[src/rtl/encap_result_reader.sv]
// Streams encap_seq_gen results (C0, then C1, then K) out of the result memories
// as little-endian bytes over a valid/ready handshake toward the board UART.
module encap_result_reader #(
    parameter int parameter_set = 1,
    parameter int C1_WORDS      = 8,
    parameter int K_WORDS       = 8,
    parameter int READ_LATENCY  = 1,
    localparam int M        = (parameter_set == 1) ? 12 : 13,
    localparam int T        = (parameter_set == 1) ? 64 :
                              (parameter_set == 2) ? 96 :
                              (parameter_set == 4) ? 119 : 128,
    localparam int L        = M * T,
    localparam int C0_WORDS = (L + (32 - L % 32) % 32) / 32,
    localparam int C0_AW    = $clog2(C0_WORDS)
) (
    input  logic             clk,
    input  logic             rst,
    input  logic             start,
    output logic             busy,
    output logic             done,
    output logic             rd_C0,
    output logic [C0_AW-1:0] C0_addr,
    input  logic [31:0]      C0_out,
    output logic             rd_C1,
    output logic [2:0]       C1_addr,
    input  logic [31:0]      C1_out,
    output logic             rd_K,
    output logic [2:0]       K_addr,
    input  logic [31:0]      K_out,
    output logic [7:0]       tx_data,
    output logic             tx_valid,
    input  logic             tx_ready
);

    localparam int CW = (C0_AW > 3) ? C0_AW : 3;

    typedef enum logic [2:0] {IDLE, REQ, LOAD, SEND, DONE} state_t;
    typedef enum logic [1:0] {R_C0, R_C1, R_K} region_t;

    state_t           state, state_nxt;
    region_t          region, region_nxt;
    logic [CW-1:0]    word_cnt, region_max;
    logic [1:0]       lat_cnt;
    logic [1:0]       byte_cnt;
    logic [31:0]      shreg, rd_data;
    logic [C0_AW-1:0] c0_addr_q;
    logic [2:0]       c1_addr_q, k_addr_q;
    logic             lat_last, word_last, hs_last;

    assign lat_last  = (lat_cnt == 2'(READ_LATENCY - 1));
    assign word_last = (word_cnt == region_max);
    assign hs_last   = (state == SEND) && tx_ready && (byte_cnt == 2'd3);

    always_comb begin
        region_max = CW'(K_WORDS - 1);
        region_nxt = R_K;
        rd_data    = K_out;
        case (region)
            R_C0: begin region_max = CW'(C0_WORDS - 1); region_nxt = R_C1; rd_data = C0_out; end
            R_C1: begin region_max = CW'(C1_WORDS - 1); region_nxt = R_K;  rd_data = C1_out; end
            default: ;
        endcase
    end

    always_ff @(posedge clk) begin
        if (rst) state <= IDLE;
        else     state <= state_nxt;
    end

    always_comb begin
        state_nxt = state;
        case (state)
            IDLE: if (start) state_nxt = REQ;
            REQ:  state_nxt = LOAD;
            LOAD: if (lat_last) state_nxt = SEND;
            SEND: if (hs_last) state_nxt = (word_last && region == R_K) ? DONE : REQ;
            DONE: state_nxt = IDLE;
            default: state_nxt = IDLE;
        endcase
    end

    always_comb begin
        busy     = (state == REQ) || (state == LOAD) || (state == SEND);
        done     = (state == DONE);
        tx_valid = (state == SEND);
        tx_data  = shreg[7:0];
        rd_C0    = (state == REQ) && (region == R_C0);
        rd_C1    = (state == REQ) && (region == R_C1);
        rd_K     = (state == REQ) && (region == R_K);
        // Address follows the word counter during REQ, then holds the issued value.
        C0_addr  = rd_C0 ? word_cnt[C0_AW-1:0] : c0_addr_q;
        C1_addr  = rd_C1 ? word_cnt[2:0]       : c1_addr_q;
        K_addr   = rd_K  ? word_cnt[2:0]       : k_addr_q;
    end

    always_ff @(posedge clk) begin
        if (rst) begin
            region    <= R_C0;
            word_cnt  <= '0;
            lat_cnt   <= '0;
            byte_cnt  <= '0;
            shreg     <= '0;
            c0_addr_q <= '0;
            c1_addr_q <= '0;
            k_addr_q  <= '0;
        end else begin
            case (state)
                IDLE, DONE: begin
                    region   <= R_C0;
                    word_cnt <= '0;
                end
                REQ: begin
                    lat_cnt <= '0;
                    case (region)
                        R_C0:    c0_addr_q <= word_cnt[C0_AW-1:0];
                        R_C1:    c1_addr_q <= word_cnt[2:0];
                        default: k_addr_q  <= word_cnt[2:0];
                    endcase
                end
                LOAD: begin
                    lat_cnt <= lat_cnt + 2'd1;
                    if (lat_last) begin
                        shreg    <= rd_data;
                        byte_cnt <= '0;
                    end
                end
                SEND: if (tx_ready) begin
                    shreg    <= {8'h00, shreg[31:8]};
                    byte_cnt <= byte_cnt + 2'd1;
                    if (byte_cnt == 2'd3) begin
                        if (word_last) begin
                            word_cnt <= '0;
                            region   <= region_nxt;
                        end else begin
                            word_cnt <= word_cnt + CW'(1);
                        end
                    end
                end
                default: ;
            endcase
        end
    end

endmodule

[config.mk]
export PLATFORM = sky130hd
export DESIGN_NAME = encap_result_reader
export DESIGN_NICKNAME = d
export VERILOG_FILES = /design/src/rtl/encap_result_reader.sv
export SDC_FILE = /design/constraint.sdc
export NUM_CORES = 1
export LEC_CHECK = 0
export ABC_CLOCK_PERIOD_IN_PS = 2600
export BUFFER_PORTS_ARGS = -buffer_cell sky130_fd_sc_hd__buf_2
export CAP_MARGIN = 30
export CORE_AREA = 2 2 97 146
export DETAILED_ROUTE_END_ITERATION = 8
export DIE_AREA = 0 0 99 148
export MAX_ROUTING_LAYER = met4
export PLACE_DENSITY = 0.42
export SLEW_MARGIN = 15
export SYNTH_ARGS = -nofsm -noshare
export SYNTH_HDL_FRONTEND = slang
export SYNTH_SLANG_ARGS = --single-unit
[constraint.sdc]
create_clock -name clk -period 2.6 [get_ports clk]
set_input_delay 0.26 -clock clk [delete_from_list [all_inputs] [get_ports clk]]
set_output_delay 0.26 -clock clk [all_outputs]
set_load 0.02 [all_outputs]
======== After elaboration in Yosys (flattened, before gate mapping) ========
Index checks and enable logic that the tools add are counted.
storage, ports and cells
  input port bits ......................... 100
  output and inout bits ................... 25
  bits in latches ......................... 0
  memories kept ........................... 0
  bits in registers ....................... 57
  bits in writable memories ............... 0
  logic and storage cells ................. 76
  ROM bits ................................ 0
cells by class
  shift-type cells ........................ 0
  bitwise logic cells ..................... 1
  reductions and logical operators ........ 23
  $add $sub $neg .......................... 3
  divide/modulo/power cells ............... 0
  magnitude comparators ................... 0
  eq/ne operators ......................... 14
  $mul .................................... 0
  multiplexer cells ....................... 26
operators with widths
  operator                                                number
  case mux 32 bit (2 select lines)                        2
  two-way mux 32 bit                                      2
  two-way mux 5 bit                                       5
  two-way mux 3 bit                                       6
  two-way mux 2 bit                                       6
  case mux 2 bit (2 select lines)                         3
  case mux 3 bit (4 select lines)                         1
  case mux 5 bit (2 select lines)                         1
  AND reduction 3 bit                                     3
  inequality test 2 x 1 -> 1 bit (second input constant)  4
  equality test 3 x 2 -> 1 bit (second input constant)    2
  logical AND 1 bit                                       6
  AND reduction 2 bit                                     3
  nonzero test 2 bit                                      3
  adder 5 x 1 -> 5 bit (second input constant)            1
  equality test 5 bit                                     1
  adder 2 x 1 -> 2 bit (second input constant)            2
  equality test 2 bit (second input constant)             2
  logical NOT 2 bit                                       2
  inequality test 2 bit (second input constant)           2
  AND reduction 4 bit                                     1
  OR reduction 2 bit                                      2
  equality test 3 x 1 -> 1 bit (second input constant)    1
  equality test 3 bit (second input constant)             1
  other kinds (4)                                         5

======== Longest topological paths before layout ========
Gate-level depths: netlist of the first run.
  depth after elaboration ................. 7
  depth in mapped cells ................... 7
  depth with buffers taken out ............ 6

======== Worst setup path before layout of the first run ========
No wires, ideal clock.
  path kind ............................... register to output
  start ................................... register region[0]
  end ..................................... output K_addr[0]
  buffers on the path ..................... 2
  required time ........................... 2.340 ns
  arrival ................................. 1.575 ns
  cell stages (with the launch flop) ...... 5
  slack ................................... 0.765 ns
  path through ............................ dfxtp_1 buf_2 buf_2 nor4_4 mux2_1
between the ends
  longest elaborated chain between the ends .. 3
RTL lines
  what                    line  RTL
  start, declared         41    region_t region, region_nxt;
  start signal, assigned  133   region <= region_nxt;
  equality test 2 bit     89    rd_K = (state == REQ) && (region == R_K);
  logical AND 1 bit       89
  named net rd_K          27    output logic rd_K,
  two-way mux 3 bit       93    K_addr = rd_K ? word_cnt[2:0] : k_addr_q;
  end, declared           28    output logic [2:0] K_addr,
The timed path passes the listed nets, and every way through them passes these cells.

======== Final worst setup path of the first run ========
  start ................................... register region[1]
  end ..................................... output C0_addr[3]
between the ends
  longest elaborated chain between the ends .. 3
RTL lines
  what               line  RTL
  logical NOT 2 bit  87    rd_C0 = (state == REQ) && (region == R_C0);
  logical AND 1 bit  87
  two-way mux 5 bit  91    C0_addr = rd_C0 ? word_cnt[C0_AW-1:0] : c0_addr_q;
  end, declared      22    output logic [C0_AW-1:0] C0_addr,
No other way between the ends.

==> results of run 1 <==
cell type report:
class / count / area, sq um
Clock inverter: 2 / 10.0
Tap cell: 162 / 203
Fill cell: 1457 / 9060
Inverter: 4 / 20.0
Sequential cell: 57 / 1140
Clock buffer: 14 / 284
Multi-Input combinational cell: 285 / 1920
Timing Repair Buffer: 132 / 693
how the worst min path moves through the flow:
stage,start,to,cells after the start
after floorplan,shreg[24]$_SDFFE_PP0P_,shreg[24]$_SDFFE_PP0P_,1
after global placement,shreg[25]$_SDFFE_PP0P_,shreg[25]$_SDFFE_PP0P_,1
after detailed placement,shreg[26]$_SDFFE_PP0P_,shreg[26]$_SDFFE_PP0P_,1
after CTS,K_out[26],shreg[26]$_SDFFE_PP0P_,3
after global routing,K_out[25],shreg[25]$_SDFFE_PP0P_,3
final,K_out[26],shreg[26]$_SDFFE_PP0P_,3
worst reg2reg max path: cells and delay by family, from the launching register on:
kind / cells / cell delay [ns]
buffers and inverters: 1 / 0.45
DFF: 1 / 0.76
AOI/OAI and AO/OA: 2 / 0.50
muxes: 2 / 0.25
Yosys cell counts (all sizes together):
cell type | n | share of area, %
nor4b | 3 | 0.99
mux2 | 11 | 3.8
dfxtp | 57 | 35
and2 | 3 | 0.57
buf | 25 | 4.7
o32ai | 1 | 0.27
a22o | 1 | 0.27
mux2i | 61 | 19
o2bb2ai | 8 | 2.1
clkinv | 1 | 0.27
nand3b | 2 | 0.46
nor2b | 10 | 1.9
nor3 | 6 | 0.91
or4 | 1 | 0.23
a211oi | 25 | 5.7
nand3 | 6 | 0.91
clkbuf | 16 | 1.9
a21oi | 19 | 3.0
a22oi | 1 | 0.23
o221ai | 2 | 0.53
nor2 | 46 | 5.2
nand2 | 35 | 4.1
nor4 | 2 | 0.84
o21ai | 29 | 4.4
a31oi | 1 | 0.19
o21bai | 1 | 0.23
ha | 3 | 1.1
nand2b | 4 | 0.76
or3 | 3 | 0.57
inv | 3 | 0.34
a21boi | 1 | 0.23
cells by family (layout without fill, tap and decap cells):
| family | count (synthesis) | after routing | share of synthesized area [%] |
|---|---|---|---|
| flip-flops | 57 | 57 | 34.7 |
| buffers and inverters | 45 | 152 | 7.26 |
| adder cells (fa/ha/maj) | 3 | 3 | 1.14 |
| AO/OA/AOI/OAI | 89 | 89 | 17.2 |
| multiplexers | 72 | 72 | 22.3 |
| AND/OR/NAND/NOR | 121 | 121 | 17.4 |
power groups by stage:
stage | Combinational [mW] | Sequential, mW | Clock, mW
after floorplan | 0.333 | 0.999 | 0
after global placement | 0.470 | 1.01 | 0
after detailed placement | 0.476 | 1.01 | 0
after CTS | 0.477 | 0.991 | 1.17
after global routing | 0.528 | 0.998 | 1.21
final | 0.468 | 0.990 | 1.14
placed cells by master, fill, tap and decap left out, types with 2 or more instances in the layout:
cell type	n
a21oi_1	18
nand2b_1	4
o21ai_0	28
clkbuf_16	9
dfxtp_2	2
nor3_1	6
inv_1	3
ha_1	3
or3_1	3
nor4b_1	2
buf_2	124
and2_1	3
buf_4	7
nor2b_1	10
clkbuf_8	4
o221ai_1	2
a211oi_1	25
clkinv_2	2
nand2_1	34
mux2i_1	61
nor2_1	46
dfxtp_1	55
o2bb2ai_1	8
mux2_1	11
nand3b_1	2
nand3_1	6
stage by stage:
step | cell area (sq um) | cells | util, % | worst slack [ns] | hold slack, ns
global placement | 3980 | 640 | 29.8 | 0.578 | 0.446
detailed placement | 3980 | 640 | 29.8 | 0.526 | 0.454
finish | 4270 | 656 | 32.0 | 0.195 | 0.219
global route | 4270 | 656 | 32.0 | 0.0421 | 0.262
floorplan | 3290 | 387 | - | 0.765 | 0.432
CTS | 4270 | 656 | 32.0 | 0.156 | 0.215
flip-flops by register name (all words and copies together) (netlist names):
signal,count
c1_addr_q,3
region,2
byte_cnt,2
state,3
lat_cnt,2
c0_addr_q,5
shreg,32
k_addr_q,3
word_cnt,5
per-layer routing:
| layer | wire [um] | global-route usage, % | vias to the layer above |
|---|---|---|---|
| li1 | - | - | 1580 |
| met1 | 4130 | 16.7 | 1348 |
| met2 | 4210 | 20.2 | 114 |
| met3 | 643 | 2.22 | 19 |
| met4 | 322 | 7.33 | 0 |
| met5 | 0 | - | - |
==> reports/results.ini, run 1 <==
[pwr]
clkPwrFrac_pct=44.0
seqPwrFrac_pct=38.1
powerDensity_mw_per_mm2=609
power.share.combinational_pct=18.0
p_switching_uw=705
ir_drop_v=0.000303
power_mw=2.60
p_sw_share_pct=27.1
leakagePower_nw=1.86
internal-power_mw=1.90

[sta]
final_max_slew_viol_count=0
slew_headroom_pct=55.2
setup_viol=0
final_hold_viol_count=0
fmaxAchievable_ghz=0.416
rsz0062_at_grt=no
min_period_ns=2.40
worst_pin_slew_ns=0.671
skew_ns=0.00555
fin_crit_sh_pct=92.5
setup_tns_ns=0

[hold_path]
hp-class=primary input to flop

[cts]
cts_tree=yes
numCtsBuffers=9
cts_resized=0
clockRootBuffer=clkbuf_16
clock_latency_ns=0.33
htreeDepth=3
clkTransAtPathRegs_ns=0.05
postCtsHoldBufs=0
cts_buffer_depth=2
postCtsSetupBuffers=0
cts.sinks=57

[finish]
diodes=0
area_delta_synth_final_pct=29.8
nNetsFinal=592
drive_gt1_share_pct=31.2

[flow_run]
max_cap_viol_count=0

[worst_setup_path]
critPathLaunchType=flop
r2r_cells=5
crit_buf_inv=1
slowest_stage=dfxtp_2
critPathKind=flop to output pin
arrival_ns=2.14
reg2reg_from=region[0]$_SDFFE_PP0P_
path_delay_family=simple AND/OR/NAND/NOR gates
cp_cell_sequence=nor4b_2 -> nor2b_1 -> mux2_1 -> buf_2
worst-path-stages=4
r2r-end=shreg[20]$_SDFFE_PP0P_
endpoint_kind=output pin
cp_max_fo=28
rrSetupSlack_ns=0.57
endpoint=C0_addr[3]
cpPeakStageDelay_ns=0.46
worstSetupStartpoint=region[1]$_SDFFE_PP0P_
cp.required_ns=2.34

[floorplan]
core_area_sq_mm=0.0133
rows=52
start_util_pct=24.7
die_h_um=148
die_area_sq_mm=0.0147
io_pins=125
die_w_um=99

[yosys]
synth-warning-count=0
postSynthCellCount=387
syn-num-nets=490
synth_area_sq_mm=0.00329
ys_types=40
syn_area_per_cell_sq_um=8.51
yosys_register_bits=57
yosysSeqAreaShare_pct=34.7

[detailed_routing]
ant_nets=0
drt_iter0_drc=95
routed_wl_um=9300
viasPerCell=4.67
wire_per_inst_um=14.2
drtPass1Iterations=4
drcViolationCount=0
num_vias=3061

[place]
dp_hpwl_um=6830
portBuffers=124
gp_congestion=0.847

[global_routing]
grt_max_degree=52
overflow=0
grt_pass1_vias=2959
grt_use_total_pct=13.3
antenna_found_initial=0
grt_pass1_wl_um=15000

[run_status]
status=completed

Power figures use the tool's default switching activity.
==> inputs of run 2 (changes only) <==
--- a/config.mk
+++ b/config.mk
@@ -6,7 +6,7 @@
 export NUM_CORES = 1
 export LEC_CHECK = 0
 export ABC_CLOCK_PERIOD_IN_PS = 2600
-export BUFFER_PORTS_ARGS = -buffer_cell sky130_fd_sc_hd__buf_2
+export BUFFER_PORTS_ARGS = -buffer_cell sky130_fd_sc_hd__buf_4
 export CAP_MARGIN = 30
 export CORE_AREA = 2 2 97 146
 export DETAILED_ROUTE_END_ITERATION = 8
==> run 2 against run 1 <==
Net effect:
- combinational power up 13%
- fmax increased by 4.0%
- sequential share of layout area down 1.7 points
- clock power down 4%
- worst hold slack worse by 0.0017 ns
- global-route usage increased by 0.47 points
- first-iteration DRC count down 27%
- clock skew is 0.00090 ns lower
- die area unchanged
- critical path depth stayed put
- wire length increased by 4.7%
==> reports/results.ini, run 2 (synthesized netlist as in run 1, its figures left out) <==
[finish]
reg.largest.list=shreg: 32 flops, c0_addr_q: 5 flops, word_cnt: 5 flops
largest_reg_flops=32
diodes=0
layout_common_cells=buf_4, mux2i_1, dfxtp_1, nor2_1, nand2_1
area_delta_synth_final_pct=38.5
nNetsFinal=593
fin_cells=657
fill_cells=1428
final_common_cell=buf_4
drive_gt1_share_pct=30.9
fin_util_pct=34.2
largest_register=shreg

[cts]
cts_resized=0
cts.sinks=57
htreeDepth=3
cts_tree=yes
numCtsBuffers=9
clock_latency_ns=0.33
clockRootBuffer=clkbuf_16
clkTransAtPathRegs_ns=0.05
postCtsSetupBuffers=0
postCtsHoldBufs=0
cts_buffer_depth=2

[floorplan]
io_pins=125
rows=52
core_area_sq_mm=0.0133
die_w_um=99
die_area_sq_mm=0.0147
start_util_pct=24.7
die_h_um=148

[worst_setup_path]
cp_max_fo=6
slowest_stage=nor2b_1
r2r_cells=5
endpoint_kind=output pin
r2r-end=word_cnt[3]$_SDFFE_PP0P_
arrival_ns=2.05
cpPeakStageDelay_ns=0.49
critPathLaunchType=flop
rrSetupSlack_ns=0.69
crit_buf_inv=1
critPathKind=flop to output pin
cp.required_ns=2.34
reg2reg_from=region[1]$_SDFFE_PP0P_
cp_cell_sequence=nor4b_2 -> nor2b_1 -> mux2_1 -> buf_4
path_delay_family=simple AND/OR/NAND/NOR gates

[pwr]
leakagePower_nw=1.92
power_mw=2.60
powerDensity_mw_per_mm2=571
ir_drop_v=0.000336

[global_routing]
overflow=0
grt_pass1_vias=3129
grt_max_degree=70
grt_pass1_wl_um=15800
antenna_found_initial=0
grt_use_total_pct=13.8

[hold_path]
hold_path_end=shreg[29]$_SDFFE_PP0P_
min_path_cells=3
holdCritStartpoint=K_out[29]
hp-class=primary input to flop

[sta]
fmaxAchievable_ghz=0.433
setup_tns_ns=0
final_hold_viol_count=0
fin_crit_sh_pct=88.9
final_max_slew_viol_count=0
slew_headroom_pct=55.7
timing.hold.ws_ns=0.217
setup_viol=0
rsz0062_at_grt=no
min_period_ns=2.31
worst_pin_slew_ns=0.662
skew_ns=0.00465

[detailed_routing]
viasPerCell=4.66
drtPass1Iterations=4
num_vias=3061
routed_wl_um=9740
drt_iter0_drc=69
wire_per_inst_um=14.8
drcViolationCount=0
ant_nets=0

[place]
gp_congestion=0.789
dp_hpwl_um=7140
portBuffers=124
placed_cells=641

[flow_run]
max_cap_viol_count=0

[run_status]
status=completed

-- run 2: layout make-up --
class | count | area [sq um] | share of cell area (%)
multi-input cells | 285 | 1920 | 42.1
flip-flops and latches | 57 | 1140 | 25.1
repair buffers | 133 | 998 | 21.9
clock buffers | 14 | 264 | 5.79
well taps | 162 | 203 | 4.44
inverters | 4 | 20.0 | 0.439
clock inverters | 2 | 12.5 | 0.274
-- run 2: tightest hold or removal path: stages --
cell and delay, ns:
buf_4 0.08, a21oi_1 0.05, o2bb2ai_1 0.12
-- run 2: stage by stage --
stage	instance area [sq um]	setup WS [ns]
after floorplan	3290	0.765
after global routing	4560	0.193
after CTS	4560	0.256
after detailed placement	4280	0.623
after global placement	4280	0.663
final	4560	0.288
-- run 2: where the power goes --
part | leakage (nW) | switching (mW) | total, mW | internal, mW
registers | 0.465 | 0.0365 | 0.988 | 0.952
clock network | 0.133 | 0.391 | 1.09 | 0.695
logic | 1.33 | 0.275 | 0.529 | 0.254
-- run 2: worst max-delay path by stage --
stage	from	cells after the start	endpoint
after floorplan	region[0]$_SDFFE_PP0P_	4	K_addr[0]
after global placement	state[1]$_SDFFE_PP0P_	4	C0_addr[1]
after detailed placement	state[1]$_SDFFE_PP0P_	4	C0_addr[3]
after CTS	state[1]$_SDFFE_PP0P_	4	C0_addr[3]
after global routing	state[1]$_SDFFE_PP0P_	4	C0_addr[3]
final	state[1]$_SDFFE_PP0P_	4	C0_addr[3]
-- run 2: routing by layer --
layer	GRT usage [%]	part of all wire, %
met5	-	0
met4	5.62	1.4
met3	2.88	7.5
met2	22.6	48
met1	16.3	43
